--- config.mk ---
export PLATFORM = sky130hd
export DESIGN_NAME = dmem_waitstate_flat
export DESIGN_NICKNAME = d
export VERILOG_FILES = /design/src/rtl/dmem_if.sv /design/src/rtl/dmem_waitstate.sv /design/src/flat_wrapper.sv
export SDC_FILE = /design/constraint.sdc
export NUM_CORES = 2
export LEC_CHECK = 0
export ABC_AREA = 1
export CORE_AREA = 5 5 551 553
export DETAILED_ROUTE_END_ITERATION = 12
export DIE_AREA = 0 0 556 558
export PLACE_DENSITY = 0.44
export SETUP_SLACK_MARGIN = 0.5
export SLEW_MARGIN = 20
export SYNTH_ARGS = -nofsm -noshare
export SYNTH_HDL_FRONTEND = slang
export SYNTH_SLANG_ARGS = --single-unit
--- constraint.sdc ---
create_clock -name clk -period 3.7 [get_ports clk]
set_input_delay 0.37 -clock clk [delete_from_list [all_inputs] [get_ports clk]]
set_output_delay 0.37 -clock clk [all_outputs]
set_load 0.02 [all_outputs]
--- src/rtl/dmem_if.sv ---
// +--------------------------------------------------------------------------+
// | dmem_if : memory-stage request/response bundle for dmem_waitstate  r1.0  |
// +--------------------------------------------------------------------------+
`default_nettype none

interface dmem_if;
  logic        MemReadM;
  logic        MemWriteM;
  logic        BEDmem;
  logic [31:0] ALUResultM;
  logic [31:0] WriteDataM;
  logic [31:0] ReadDataM;
  logic        StallMem;
  logic        MemErrM;

  modport master (
    output MemReadM, MemWriteM, BEDmem, ALUResultM, WriteDataM,
    input  ReadDataM, StallMem, MemErrM
  );

  modport slave (
    input  MemReadM, MemWriteM, BEDmem, ALUResultM, WriteDataM,
    output ReadDataM, StallMem, MemErrM
  );
endinterface

`default_nettype wire

--- src/rtl/dmem_waitstate.sv ---
// +--------------------------------------------------------------------------+
// | dmem_waitstate : wait-stated data memory with pipeline stall     r1.0    |
// +--------------------------------------------------------------------------+
`default_nettype none

module dmem_waitstate #(
  parameter int DEPTH_WORDS = 64,
  parameter int WAIT_STATES = 2
) (
  input  wire logic clk,
  input  wire logic reset,
  dmem_if.slave     bus
);

  localparam int          AW         = $clog2(DEPTH_WORDS);
  localparam logic [31:0] c_BYTES    = 32'(DEPTH_WORDS * 4);
  localparam logic [3:0]  c_CNT_INIT = 4'(WAIT_STATES - 1);

  typedef enum logic [1:0] {
    S_IDLE = 2'd0,
    S_WAIT = 2'd1,
    S_DONE = 2'd2
  } state_t;

  state_t      r_state, w_state_nxt;
  logic [3:0]  r_cnt, w_cnt_nxt;
  logic        w_stall, w_commit;
  logic [31:0] r_rdata;
  logic        r_err;

  logic          w_req, w_oor;
  logic [AW-1:0] w_idx;
  logic [1:0]    w_lane;
  logic [31:0]   w_word, w_byte_ld;

  logic [31:0] r_mem [DEPTH_WORDS];

  assign w_req     = bus.MemReadM | bus.MemWriteM;
  assign w_oor     = (bus.ALUResultM >= c_BYTES);
  assign w_idx     = bus.ALUResultM[AW+1:2];
  assign w_lane    = bus.ALUResultM[1:0];
  assign w_word    = r_mem[w_idx];
  assign w_byte_ld = {24'd0, w_word[{w_lane, 3'b000} +: 8]};

  always_ff @(posedge clk) begin
    if (!reset) begin
      r_state <= S_IDLE;
      r_cnt   <= 4'd0;
    end else begin
      r_state <= w_state_nxt;
      r_cnt   <= w_cnt_nxt;
    end
  end

  // The access commits on the last WAIT edge; DONE only presents the result.
  always_comb begin
    w_state_nxt = r_state;
    w_cnt_nxt   = r_cnt;
    w_stall     = 1'b0;
    w_commit    = 1'b0;
    case (r_state)
      S_IDLE: begin
        if (w_req) begin
          w_stall     = 1'b1;
          w_state_nxt = S_WAIT;
          w_cnt_nxt   = c_CNT_INIT;
        end
      end
      S_WAIT: begin
        w_stall = 1'b1;
        if (r_cnt != 4'd0) begin
          w_cnt_nxt = r_cnt - 4'd1;
        end else begin
          w_commit    = 1'b1;
          w_state_nxt = S_DONE;
        end
      end
      S_DONE:  w_state_nxt = S_IDLE;
      default: w_state_nxt = S_IDLE;
    endcase
  end

  // A reset on the commit edge discards the store.
  always_ff @(posedge clk) begin
    if (reset && w_commit && bus.MemWriteM && !w_oor) begin
      if (bus.BEDmem) begin
        r_mem[w_idx][{w_lane, 3'b000} +: 8] <= bus.WriteDataM[7:0];
      end else begin
        r_mem[w_idx] <= bus.WriteDataM;
      end
    end
  end

  always_ff @(posedge clk) begin
    if (!reset) begin
      r_rdata <= 32'd0;
      r_err   <= 1'b0;
    end else begin
      r_err <= w_commit & w_oor;
      if (w_commit) begin
        if (bus.MemWriteM) begin
          if (bus.MemReadM) begin
            r_rdata <= 32'd0;
          end
        end else if (w_oor) begin
          r_rdata <= 32'd0;
        end else begin
          r_rdata <= bus.BEDmem ? w_byte_ld : w_word;
        end
      end
    end
  end

  assign bus.StallMem  = w_stall;
  assign bus.ReadDataM = r_rdata;
  assign bus.MemErrM   = r_err;

endmodule

`default_nettype wire
--- src/flat_wrapper.sv ---
// flat-port wrapper written by rule: the top's interface ports become plain ports
module dmem_waitstate_flat 
#(
  parameter int DEPTH_WORDS = 64,
  parameter int WAIT_STATES = 2
)
  (clk, reset, bus_MemReadM, bus_MemWriteM, bus_BEDmem, bus_ALUResultM, bus_WriteDataM, bus_ReadDataM, bus_StallMem, bus_MemErrM);
  dmem_if bus_i ();
  input  wire logic clk;
  input  wire logic reset;
  input wire logic [$bits(bus_i.MemReadM)-1:0] bus_MemReadM;
  input wire logic [$bits(bus_i.MemWriteM)-1:0] bus_MemWriteM;
  input wire logic [$bits(bus_i.BEDmem)-1:0] bus_BEDmem;
  input wire logic [$bits(bus_i.ALUResultM)-1:0] bus_ALUResultM;
  input wire logic [$bits(bus_i.WriteDataM)-1:0] bus_WriteDataM;
  output wire logic [$bits(bus_i.ReadDataM)-1:0] bus_ReadDataM;
  output wire logic [$bits(bus_i.StallMem)-1:0] bus_StallMem;
  output wire logic [$bits(bus_i.MemErrM)-1:0] bus_MemErrM;
  assign bus_i.MemReadM = bus_MemReadM;
  assign bus_i.MemWriteM = bus_MemWriteM;
  assign bus_i.BEDmem = bus_BEDmem;
  assign bus_i.ALUResultM = bus_ALUResultM;
  assign bus_i.WriteDataM = bus_WriteDataM;
  assign bus_ReadDataM = bus_i.ReadDataM;
  assign bus_StallMem = bus_i.StallMem;
  assign bus_MemErrM = bus_i.MemErrM;
  dmem_waitstate #(.DEPTH_WORDS(DEPTH_WORDS), .WAIT_STATES(WAIT_STATES)) u_core (.clk(clk), .reset(reset), .bus(bus_i));
endmodule
==> metrics.cfg <==
[placement]
port_buffers = 102
routabilityCongestion = 0.865
dpl.hpwl_mm = 200
dp_cells = 12400

[sta]
worst_pin_slew_ns = 1.04
drv_slew = 0
fin_worst_skew_ns = 0.0504
rsz0062_at_grt = no
fin_crit_sh = 0.828
fmax_mhz = 326
period_needed_ns = 3.06
hold_viol = 0
maxSlewHeadroom = 0.306
setup_viol = 0

[synth]
netlist.area_leader.share = 0.690
yosysMostFrequentCell = edfxtp_1
yosysTopAreaCell = edfxtp_1
synthFlopType = edfxtp_1
synth_cell_type_count = 34
ys_seq_area_frac = 0.699
yosys_warnings = 0
netlist_instances = 8148
synth_nets = 8222
synth_edf_count = 2048
synthArstFlopShare = 0
syn_area_um2 = 89100
ys_ff_latch = 2087
synthTopCellsByCount = edfxtp_1, nand2_1, inv_1
postSynthAreaPerCell_um2 = 10.9
yosys-top-cells-area = edfxtp_1, nand2_1, inv_1

[worst_setup_path]
critPathLaunchType = flip-flop
r2r_cells = 11
path_max_fanout = 35
crit_type = reg -> reg
cpPeakStageDelay_ns = 0.53
r2r_setup_slack_ns = 0.64
crit_path_frequent_cell = buf_4
r2r-start = u_core.r_cnt[0]$_SDFFE_PN0P_
crit_path_end_kind = flip-flop
crit_path_start = u_core.r_cnt[0]$_SDFFE_PN0P_
path_cells = inv_1 > ha_1 > nand3_1 > nor2_2 > inv_2 > nor4_4 > buf_4 > o21ai_4 > buf_4 > nor2_1 > buf_4
slowest_stage = nor2_1
worstPathRequired_ns = 4.27
rr_endpoint = u_core.r_mem[1][11]$_DFFE_PP_
crit_arrival_ns = 3.63

[route]
routed_via_density = 4.64
drt_wl_total_mm = 300
post_drt_wl_per_cell_um = 23.3
drc = 0
ant_nets = 0
drtPass1Iterations = 5
routed-via-count = 59700
drt_iter0_markers = 5475

[floorplanning]
design.die.area_um2 = 310000
rows = 201
ios = 103
fp.dieW_um = 556
core_um2 = 298000
start_util = 0.299
die_h_um = 558

[layout]
instances_no_fill = 12900
layout-drive-gt1-share = 0.137
final_core_utilization = 0.356
areaGrowthSynthToFinish_pct = 19.3
nets = 8788

[power]
power_density_nw_per_um2 = 479
irDropWorstVdd_mv = 0.443
power_w = 0.0509
p_leak_nw = 43.4

[clock_network]
clock_sinks = 2087
cts_max_path_buffers = 3
numCtsBuffers = 227
cts_setup_buffers = 0
tritoncts = yes
clk_latency_ns = 0.86
path_clk_slew_ns = 0.06
cts_resized = 0
cts-root-buf = clkbuf_16
htree_levels = 4
cts_hold_buffers = 0

[outcome]
status = complete, no violations

[hold_path]
holdPathStages = 3
min_from = reset
min_path_type = in -> reg
hold_end = u_core.r_cnt[0]$_SDFFE_PN0P_

[grt]
grt_pass1_wl_mm = 426
grt_start_max_net_pins = 116
grt-ovfl-total = 0
grt_antenna_before_repair = 11
grt.total_usage = 0.189
grt_pass1_vias = 57700

[job]
cap_violations = 0

[sequential cells by signal, indices dropped and copies added (netlist names)]
name	cells
u_core.bus.MemErrM	1
u_core.bus.ReadDataM	32
u_core.r_cnt	4
u_core.r_mem	2048
u_core.r_state	2
[area by class of cell]
| type | count | area [µm²] |
|---|---|---|
| Antenna cell | 6 | 15.0 |
| Timing Repair Buffer | 753 | 7230 |
| Inverter | 1182 | 4450 |
| Fill cell | 29800 | 192000 |
| Multi-Input combinational cell | 4463 | 20400 |
| Clock inverter | 114 | 966 |
| Clock buffer | 297 | 6040 |
| Sequential cell | 2087 | 62300 |
| Tap cell | 3958 | 4950 |
[worst max-delay path, delay by kind of cell (launching register included)]
kind            cells  cell delay, ns
compound gates      1            0.10
fa+ha+maj           1            0.19
flops               1            0.31
buf+inv             5            1.09
simple gates        4            1.04
[worst max-delay path by stage]
stage	end	slack, ns	cells after the start
CTS	u_core.r_mem[1][11]$_DFFE_PP_	0.61	11
finish	u_core.r_mem[1][11]$_DFFE_PP_	0.64	11
floorplan	u_core.r_mem[0][0]$_DFFE_PP_	0.22	9
global route	u_core.r_mem[1][11]$_DFFE_PP_	0.54	11
global placement	u_core.bus.ReadDataM[2]$_SDFFE_PN0P_	-0.07	14
detailed placement	u_core.bus.ReadDataM[2]$_SDFFE_PN0P_	-0.04	14
[routing by layer]
| layer | vias to the layer above | part of all wire | routed length, µm | track usage |
|---|---|---|---|---|
| li1 | 28100 | - | - | - |
| met1 | 29600 | 0.44 | 133000 | 0.258 |
| met2 | 1611 | 0.46 | 139000 | 0.304 |
| met3 | 439 | 0.054 | 16300 | 0.0302 |
| met4 | 0 | 0.040 | 11900 | 0.0698 |
| met5 | - | 0 | 0 | 0 |
[stage by stage]
stage          TNS [ns]  worst slack [ns]  hold WS, ns  area, µm²
2_1_floorplan         0             0.221        0.467      89100
3_3_place_gp      -1.30           -0.0705        0.460      99200
3_5_place_dp     -0.470           -0.0362        0.460      99300
4_1_cts               0             0.608       0.0830     106000
5_1_grt               0             0.541        0.153     106000
6_report              0             0.636        0.173     106000
[cells by family (layout without fill, tap and decap cells)]
| kind of cell | after synthesis | after routing | share of synthesized area |
|---|---|---|---|
| and+or+nand+nor | 3700 | 3700 | 0.173 |
| DFF | 2087 | 2087 | 0.699 |
| buffers and inverters | 1598 | 2346 | 0.0742 |
| AOI/OAI and AO/OA | 734 | 734 | 0.0489 |
| muxes | 24 | 24 | 0.00383 |
| adders and majority gates | 5 | 5 | 0.000702 |
| other | 0 | 6 | 0 |
[power breakdown]
group	switching (W)	total, W	internal [W]
clock	0.00956	0.0218	0.0123
combinational	0.00224	0.00318	0.000942
sequential	0.0000130	0.0259	0.0259
[placed cells by master, fill, tap and decap left out, drive strengths merged, types with 6 or more instances in the layout]
master	instances
a21oi	35
buf	652
bufinv	12
clkbuf	297
clkdlybuf4s50	101
clkinv	98
dfxtp	39
diode	6
edfxtp	2048
inv	1183
mux2	24
nand2	2006
nand3	615
nor2	783
nor3	21
o211ai	266
o21ai	431
or2	267
(Power assumes the default switching activity.)
